File: src/rtl/buffer_writer_pkg.sv
// Shared types and helpers for the circular-buffer writer: FSM states,
// pointer width and a wrap-around increment.
package buffer_writer_pkg;

  typedef enum logic [1:0] {
    IDLE  = 2'd0,
    RUN   = 2'd1,
    DRAIN = 2'd2
  } state_t;

  // Guard keeps a one-entry buffer from producing a zero-width pointer.
  function automatic int ptr_width(input int columns);
    return (columns > 1) ? $clog2(columns) : 1;
  endfunction

  function automatic int unsigned inc_mod(input int unsigned value, input int unsigned columns);
    int unsigned sum;
    sum = value + 1;
    if (sum >= columns) sum = sum - columns;
    return sum;
  endfunction

endpackage

File: src/rtl/buffer_writer_full_check.sv
// Full detection: the buffer is full when advancing the next write slot
// would collide with the reader pointer (one slot always stays empty).
module full_check
  import buffer_writer_pkg::*;
#(
  parameter int COLUMNS = 32
) (
  input  logic [$clog2(COLUMNS)-1:0] slot,
  input  logic [$clog2(COLUMNS)-1:0] read_ptr,
  output logic                       full
);

  localparam int PW = ptr_width(COLUMNS);
  localparam logic [PW:0] COLS = (PW+1)'(COLUMNS);

  logic [PW:0] slot_sum;
  logic [PW:0] slot_next;

  always_comb begin
    slot_sum  = {1'b0, slot} + (PW+1)'(1);
    slot_next = (slot_sum >= COLS) ? (slot_sum - COLS) : slot_sum;
    full      = (slot_next == {1'b0, read_ptr});
  end

endmodule

File: src/rtl/buffer_writer.sv
// Writer side of a circular buffer: accepts upstream entries, issues
// registered write strobes and tracks the committed write pointer.
module buffer_writer
  import buffer_writer_pkg::*;
#(
  parameter int COLUMNS    = 32,
  parameter int DATA_WIDTH = 16,
  parameter int PAR_READ   = 4
) (
  input  logic                        clk,
  input  logic                        rst_n,
  input  logic                        enable,
  input  logic                        clear,
  input  logic                        in_valid,
  input  logic [DATA_WIDTH-1:0]       in_data,
  output logic                        in_ready,
  input  logic [$clog2(COLUMNS)-1:0]  read_ptr,
  output logic                        wr_en,
  output logic [$clog2(COLUMNS)-1:0]  wr_addr,
  output logic [DATA_WIDTH-1:0]       wr_data,
  output logic [$clog2(COLUMNS)-1:0]  write_ptr,
  output logic                        full,
  output logic [$clog2(COLUMNS):0]    level,
  output logic                        avail
);

  localparam int PW = ptr_width(COLUMNS);
  localparam logic [PW:0] COLS = (PW+1)'(COLUMNS);
  localparam logic [PW:0] PAR  = (PW+1)'(PAR_READ);

  state_t        state;
  logic [PW:0]   slot_sum;
  logic [PW-1:0] slot;
  logic          accept;

  // The next free slot skips past an entry still waiting to be committed.
  always_comb begin
    slot_sum = {1'b0, write_ptr} + {{PW{1'b0}}, wr_en};
    slot     = (slot_sum >= COLS) ? PW'(slot_sum - COLS) : PW'(slot_sum);
  end

  full_check #(
    .COLUMNS (COLUMNS)
  ) u_full_check (
    .slot     (slot),
    .read_ptr (read_ptr),
    .full     (full)
  );

  assign in_ready = (state == RUN) && !clear && !full;
  assign accept   = in_valid && in_ready;

  // Occupancy counts committed entries only.
  always_comb begin
    if (write_ptr >= read_ptr)
      level = {1'b0, write_ptr} - {1'b0, read_ptr};
    else
      level = {1'b0, write_ptr} + COLS - {1'b0, read_ptr};
  end

  assign avail = (level >= PAR);

  always_ff @(posedge clk or negedge rst_n) begin
    if (!rst_n) begin
      state     <= IDLE;
      write_ptr <= '0;
      wr_en     <= 1'b0;
      wr_addr   <= '0;
      wr_data   <= '0;
    end else begin
      wr_en <= accept;
      if (accept) begin
        wr_addr <= slot;
        wr_data <= in_data;
      end
      if (wr_en)
        write_ptr <= PW'(inc_mod(32'(write_ptr), COLUMNS));

      // A flush resynchronises the writer to the reader, emptying the buffer.
      case (state)
        IDLE: begin
          if (clear)
            write_ptr <= read_ptr;
          else if (enable)
            state <= RUN;
        end
        RUN: begin
          if (clear)
            state <= DRAIN;
        end
        DRAIN: begin
          if (!wr_en) begin
            state     <= IDLE;
            write_ptr <= read_ptr;
          end
        end
        default: state <= IDLE;
      endcase
    end
  end

endmodule

File: config.mk
export PLATFORM = sky130hd
export DESIGN_NAME = buffer_writer
export DESIGN_NICKNAME = d
export VERILOG_FILES = /design/src/rtl/buffer_writer_pkg.sv /design/src/rtl/buffer_writer_full_check.sv /design/src/rtl/buffer_writer.sv
export SDC_FILE = /design/constraint.sdc
export NUM_CORES = 1
export LEC_CHECK = 0
export CAP_MARGIN = 20
export CELL_PAD_IN_SITES_DETAIL_PLACEMENT = 2
export CELL_PAD_IN_SITES_GLOBAL_PLACEMENT = 2
export CORE_MARGIN = 2
export CORE_UTILIZATION = 31
export CTS_BUF_LIST = sky130_fd_sc_hd__clkbuf_8
export DETAILED_ROUTE_END_ITERATION = 10
export PLACE_DENSITY_LB_ADDON = 0.1
export SLEW_MARGIN = 20
export SYNTH_ARGS = -nofsm -noshare
export SYNTH_HDL_FRONTEND = slang
export SYNTH_HIERARCHICAL = 1
export SYNTH_SLANG_ARGS = --single-unit
File: constraint.sdc
create_clock -name clk -period 4.6 [get_ports clk]
set_input_delay 1.15 -clock clk [delete_from_list [all_inputs] [get_ports clk]]
set_output_delay 1.15 -clock clk [all_outputs]
set_load 0.05 [all_outputs]
Word-level counts from Yosys, hierarchy flattened
Index checks and enable logic that the tools add are counted.
{ "totals": {"out_inout_bits": 36, "input_bits": 26, "register_bits": 29, "elab_cells": 46} }
{ "op_classes": {"n_addsub": 9, "n_reduce_logical": 7, "magnitude_cmp": 5, "n_eq_ne": 7, "mux": 13} }
{ "op_table": {"columns": ["cell", "count"], "rows": [
  ["$mux W5", 5],
  ["$ge A6 B6 Y1 const B", 3],
  ["$add A5 B1 Y6 const B", 2],
  ["$mux W6", 2],
  ["$pmux W5 S2", 1],
  ["$sub A5 B1 Y5 const B", 2],
  ["$mux W2", 4],
  ["$ne A2 B2 Y1 const B", 4],
  ["$add A5 B1 Y6", 1],
  ["$add A5 B6 Y6 const B", 1],
  ["$eq A6 B5 Y1", 1],
  ["$ge A6 B3 Y1 const B", 1],
  ["$pmux W2 S3", 1],
  ["$sub A5 B5 Y6", 1],
  ["$sub A6 B5 Y6", 1],
  ["$sub A6 B6 Y6 const B", 1],
  ["$ge A5 B5 Y1", 1],
  ["$reduce_and A4 Y1", 1],
  ["$logic_and A1 B1 Y1", 3],
  ["$eq A2 B1 Y1 const B", 1],
  ["$eq A2 B2 Y1 const B", 1],
  ["$logic_not A1 Y1", 2],
  ["$logic_not A2 Y1", 1]
]} }

Logic depth before layout (Yosys ltp)
{ "depth": {"word_depth": 10, "mapped_depth": 11, "depth_no_buf": 10} }

By module
Netlist, hierarchy kept.
{ "by_module_without_submodules": {"columns": ["module", "cells_per_inst", "area_per_inst_um2", "seq_area_each_um2", "n_inst"], "rows": [
  ["buffer_writer", 143, 1671.6, 725.7, 1],
  ["full_check", 15, 122.6, 0.0, 1]
]} }

Worst setup path after synthesis
Ideal clock, no wire load.
{ "synth_path": {"path_type": "reg-to-output", "from": "reg write_ptr[0]", "to": "out in_ready", "path_stages_with_launch": 9, "arrival_time_ns": 3.306, "slack_ns": 0.144, "path_buffers": 0, "required_ns": 3.450, "path_cell_list": "dfrtp_1 ha_1 ha_1 nand3_1 xnor2_1 xnor2_1 a211o_1 a2111oi_2 nor4b_4"} }
{ "synth_via": {"elab_chain_cells": 9, "word_cells_on_any_way": 11, "classes_between": "add/sub (4); order compare (2); eq/ne (1); mux (2); reduce/logical (2)"} }
{ "synth_rtl": {"columns": ["element", "line_no", "text"], "rows": [
  ["start: declaration", "buffer_writer.sv:21", "output logic [$clog2(COLUMNS)-1:0] write_ptr,"],
  ["start signal: assignment", "buffer_writer.sv:77", "write_ptr <= PW'(inc_mod(32'(write_ptr), COLUMNS));"],
  ["start signal: assignment", "buffer_writer.sv:83", "write_ptr <= read_ptr;"],
  ["start signal: assignment", "buffer_writer.sv:94", "write_ptr <= read_ptr;"],
  ["$add A5 B1 Y6 *", "buffer_writer.sv:38", "slot_sum = {1'b0, write_ptr} + {{PW{1'b0}}, wr_en};"],
  ["$sub A5 B1 Y5 or $ge A6 B6 Y1 (tied branches)", "buffer_writer.sv:39", "slot = (slot_sum >= COLS) ? PW'(slot_sum - COLS) : PW'(slot_sum);"],
  ["$mux W5 *", "buffer_writer.sv:39", null],
  ["net slot[4]", "buffer_writer.sv:33", "logic [PW-1:0] slot;"],
  ["$add A5 B1 Y6 *", "buffer_writer_full_check.sv:20", "slot_sum = {1'b0, slot} + (PW+1)'(1);"],
  ["$sub A6 B6 Y6 or $ge A6 B6 Y1 (tied branches)", "buffer_writer_full_check.sv:21", "slot_next = (slot_sum >= COLS) ? (slot_sum - COLS) : slot_sum;"],
  ["$mux W6 *", "buffer_writer_full_check.sv:21", null],
  ["$eq A6 B5 Y1 *", "buffer_writer_full_check.sv:22", "full = (slot_next == {1'b0, read_ptr});"],
  ["net full", "buffer_writer.sv:22", "output logic full,"],
  ["$logic_not A1 Y1 *", "buffer_writer.sv:50", "assign in_ready = (state == RUN) && !clear && !full;"],
  ["$logic_and A1 B1 Y1 *", "buffer_writer.sv:50", null],
  ["end: declaration", "buffer_writer.sv:16", "output logic in_ready,"]
]} }
The timed path passes the listed nets; every way through them passes the cells marked *.

Worst setup path in the final report
{ "layout_path": {"from": "in read_ptr[0]", "to": "out level[5]"} }
{ "layout_via": {"elab_chain_cells": 2, "word_cells_on_any_way": 4, "classes_between": "add/sub (2); order compare (1); mux (1)"} }
{ "layout_rtl": {"columns": ["element", "line_no", "text"], "rows": [
  ["start: declaration", "buffer_writer.sv:17", "input logic [$clog2(COLUMNS)-1:0] read_ptr,"],
  ["$sub A6 B5 Y6, or another cell as far along", "buffer_writer.sv:58", "level = {1'b0, write_ptr} + COLS - {1'b0, read_ptr};"],
  ["$mux W6 *", "buffer_writer.sv:55", "if (write_ptr >= read_ptr)"],
  ["end: declaration", "buffer_writer.sv:23", "output logic [$clog2(COLUMNS):0] level,"]
]} }
Mark *: on every way between the ends. The rest lies on a longest branch, timed or not.

==> results.json <==
{
  "worst_pin_slew_ns": 0.5322,
  "grt_pass1_wl_um": 8493,
  "clockPowerShare": 0.129,
  "status": "finished, final reports clean",
  "peakVddDrop_uv": 363.8,
  "nFillCells": 571,
  "syn_avg_cell_area_um2": 11.36,
  "slowest_delay_ns": 0.51,
  "cts_tree": "built",
  "drtIter0Drc": 47,
  "insertion_delay_ns": 0.28,
  "cts-hold-fix-buffers": 0,
  "post_drt_wl_per_cell_um": 16.97,
  "pre_cts_ws_ns": 0.1092,
  "ant_nets": 0,
  "vias": 1448,
  "synth_ff_type": "dfrtp_1",
  "synth_cell_types": 36,
  "die-area_um2": 6412,
  "clk_pin_slew_ns": 0.06,
  "setup_viol": 0,
  "layout-drive-gt1-share": 0.1956,
  "start_util": 0.3238,
  "hp-class": "flip-flop to flip-flop",
  "num_rows": 27,
  "drc": 0,
  "clock-sinks": 29,
  "worstPathArrival_ns": 3.30,
  "core_um2": 5540,
  "power_frac_comb": 0.621,
  "switching_share": 0.4641,
  "mostFrequentLayoutCell": "clkdlybuf4s50_1",
  "clk_path_buf_depth": 2,
  "hold_viol_final": 0,
  "max_slew_margin": 0.6441,
  "cp_slowest_cell": "fa_1",
  "slew_viol_final": 0,
  "root_buffer": "clkbuf_8",
  "path_delay_family": "adder cells",
  "numPortBuffers": 61,
  "dr.pass1.iters": 2,
  "synth_edf_count": 0,
  "seq_area_frac_synth": 0.4045,
  "power_switching_w": 0.0007468,
  "tns_ns": 0,
  "cp.required_ns": 3.45,
  "layout.nets": 261,
  "gp_congestion": 0.7733,
  "syn_to_final_growth_pct": 45.96,
  "syn-cell-area_um2": 1794,
  "grt.overflow.total": 0,
  "routed_via_density": 4.875,
  "die-width_um": 80.08,
  "synthCells": 158,
  "cts_made_buffers": 5,
  "utilization": 0.4727,
  "synth_fp_nets": 194,
  "grtUsageTotal": 0.1738,
  "cts_setup_buffers": 0,
  "synth_warnings": 6,
  "post_cts_resized": 0,
  "multiInputGateArea_um2": 973.4,
  "finalCritPeriodShare": 0.9685,
  "fin_skew_ns": 0.007362,
  "cellPowerDensity_nw_per_um2": 614.5,
  "totalWireLength_um": 5040,
  "async_flop_share": 1.000,
  "critical_path_class": "input pin to primary output",
  "fmax_mhz": 224.5,
  "crit_chain": "clkdlybuf4s50_1, ha_1, fa_1, a311o_1, a211oi_1, buf_12",
  "final_cell_mix": "53 x clkdlybuf4s50_1, 29 x dfrtp_1, 19 x mux2_4",
  "dp.final_hpwl_um": 3905,
  "io_pins": 62,
  "end_kind": "primary output",
  "intPower_w": 0.0008624,
  "grt_pass1_vias": 1617,
  "grt_antenna_before_repair": 0,
  "synth-seq-cells": 29,
  "rsz0062_at_grt": "false",
  "crit_path_start_kind": "input pin",
  "fin_crit_ns": 4.455,
  "leakage_nw": 1.187,
  "n_antenna_cell": 0,
  "crit_path_max_fanout": 7,
  "path_buf_inv": 2,
  "max_cap_violations": 0,
  "htree_levels": 2,
  "pwr-share-seq": 0.250,
  "dieHeight_um": 80.08,
  "regArea_um2": 725.7,
  "fin_ws_ns": 0.1450,
  "grt_start_max_net_pins": 30
}
==> through the flow <==
stage                     instance area (µm²)  cells  power (W)  hold slack [ns]
after CTS                                2619    297   0.001632           0.5129
after floorplan                          1794    158   0.001045           0.5744
final                                    2619    297   0.001609           0.5079
after detailed placement                 2532    290   0.001413           0.4944
after global routing                     2619    297   0.001703           0.5310
after global placement                   2532    290   0.001388           0.4900
==> per-layer routing <==
layer	global-route usage	wire [µm]	vias to the layer above
met2	0.3133	2687	42
met4	0.05085	51	0
li1	-	-	678
met1	0.2018	2103	724
met3	0.04382	197	4
met5	0	0	-
==> kinds of logic (layout without fill, tap and decap cells) <==
logic type,count (synthesis),after routing,share of synthesized area
AOI/OAI and AO/OA,28,28,0.1025
xor gates and xnor gates,16,16,0.07810
adders and majority gates,10,10,0.07392
buffers and inverters,19,86,0.05299
DFF,29,29,0.4045
muxes,24,24,0.1883
and+or+nand+nor,32,32,0.09973
==> cell usage after synthesis, drive strengths merged (4+ instances only) <==
library cell	count	share of area
nand2	8	0.018
nor2	8	0.017
o21ai	7	0.020
dfrtp	29	0.40
buf	4	0.022
a21oi	8	0.022
xnor2	10	0.049
ha	9	0.063
inv	12	0.025
xor2	6	0.029
mux2	21	0.17
nand3	4	0.011
==> cell type report <==
| cell class | instances | share of cell area |
|---|---|---|
| Clock buffer | 6 | 0.03153 |
| Clock inverter | 1 | 0.001433 |
| Inverter | 12 | 0.01720 |
| Multi-Input combinational cell | 110 | 0.3717 |
| Sequential cell | 29 | 0.2771 |
| Tap cell | 72 | 0.03440 |
| Timing Repair Buffer | 67 | 0.2666 |
==> power groups by stage <==
stage | Clock, W | Combinational (W) | Sequential, W
finish | 0.000207 | 0.00100 | 0.000402
global route | 0.000230 | 0.00106 | 0.000416
CTS | 0.000216 | 0.00101 | 0.000405
detailed placement | 0 | 0.00100 | 0.000409
global placement | 0 | 0.000988 | 0.000400
floorplan | 0 | 0.000371 | 0.000674
==> path summary, 6_finish.rpt <==
kind	slack, ns	end	cells after the start	startpoint
max	0.15	level[5]	6	read_ptr[0]
min	0.51	wr_data[1]	1	wr_data[1]
min in group asynchronous	1.28	wr_data[5]	2	rst_n
max in group asynchronous	3.04	wr_data[13]	2	rst_n
max reg2reg	1.01	wr_data[7]	12	wr_en
min reg2reg	0.51	wr_data[1]	1	wr_data[1]
==> state kept, by name (all words and copies together) (netlist names) <==
register	cells
wr_addr	5
wr_data	16
state	2
write_ptr	5
wr_en	1
Power figures use the tool's default switching activity.
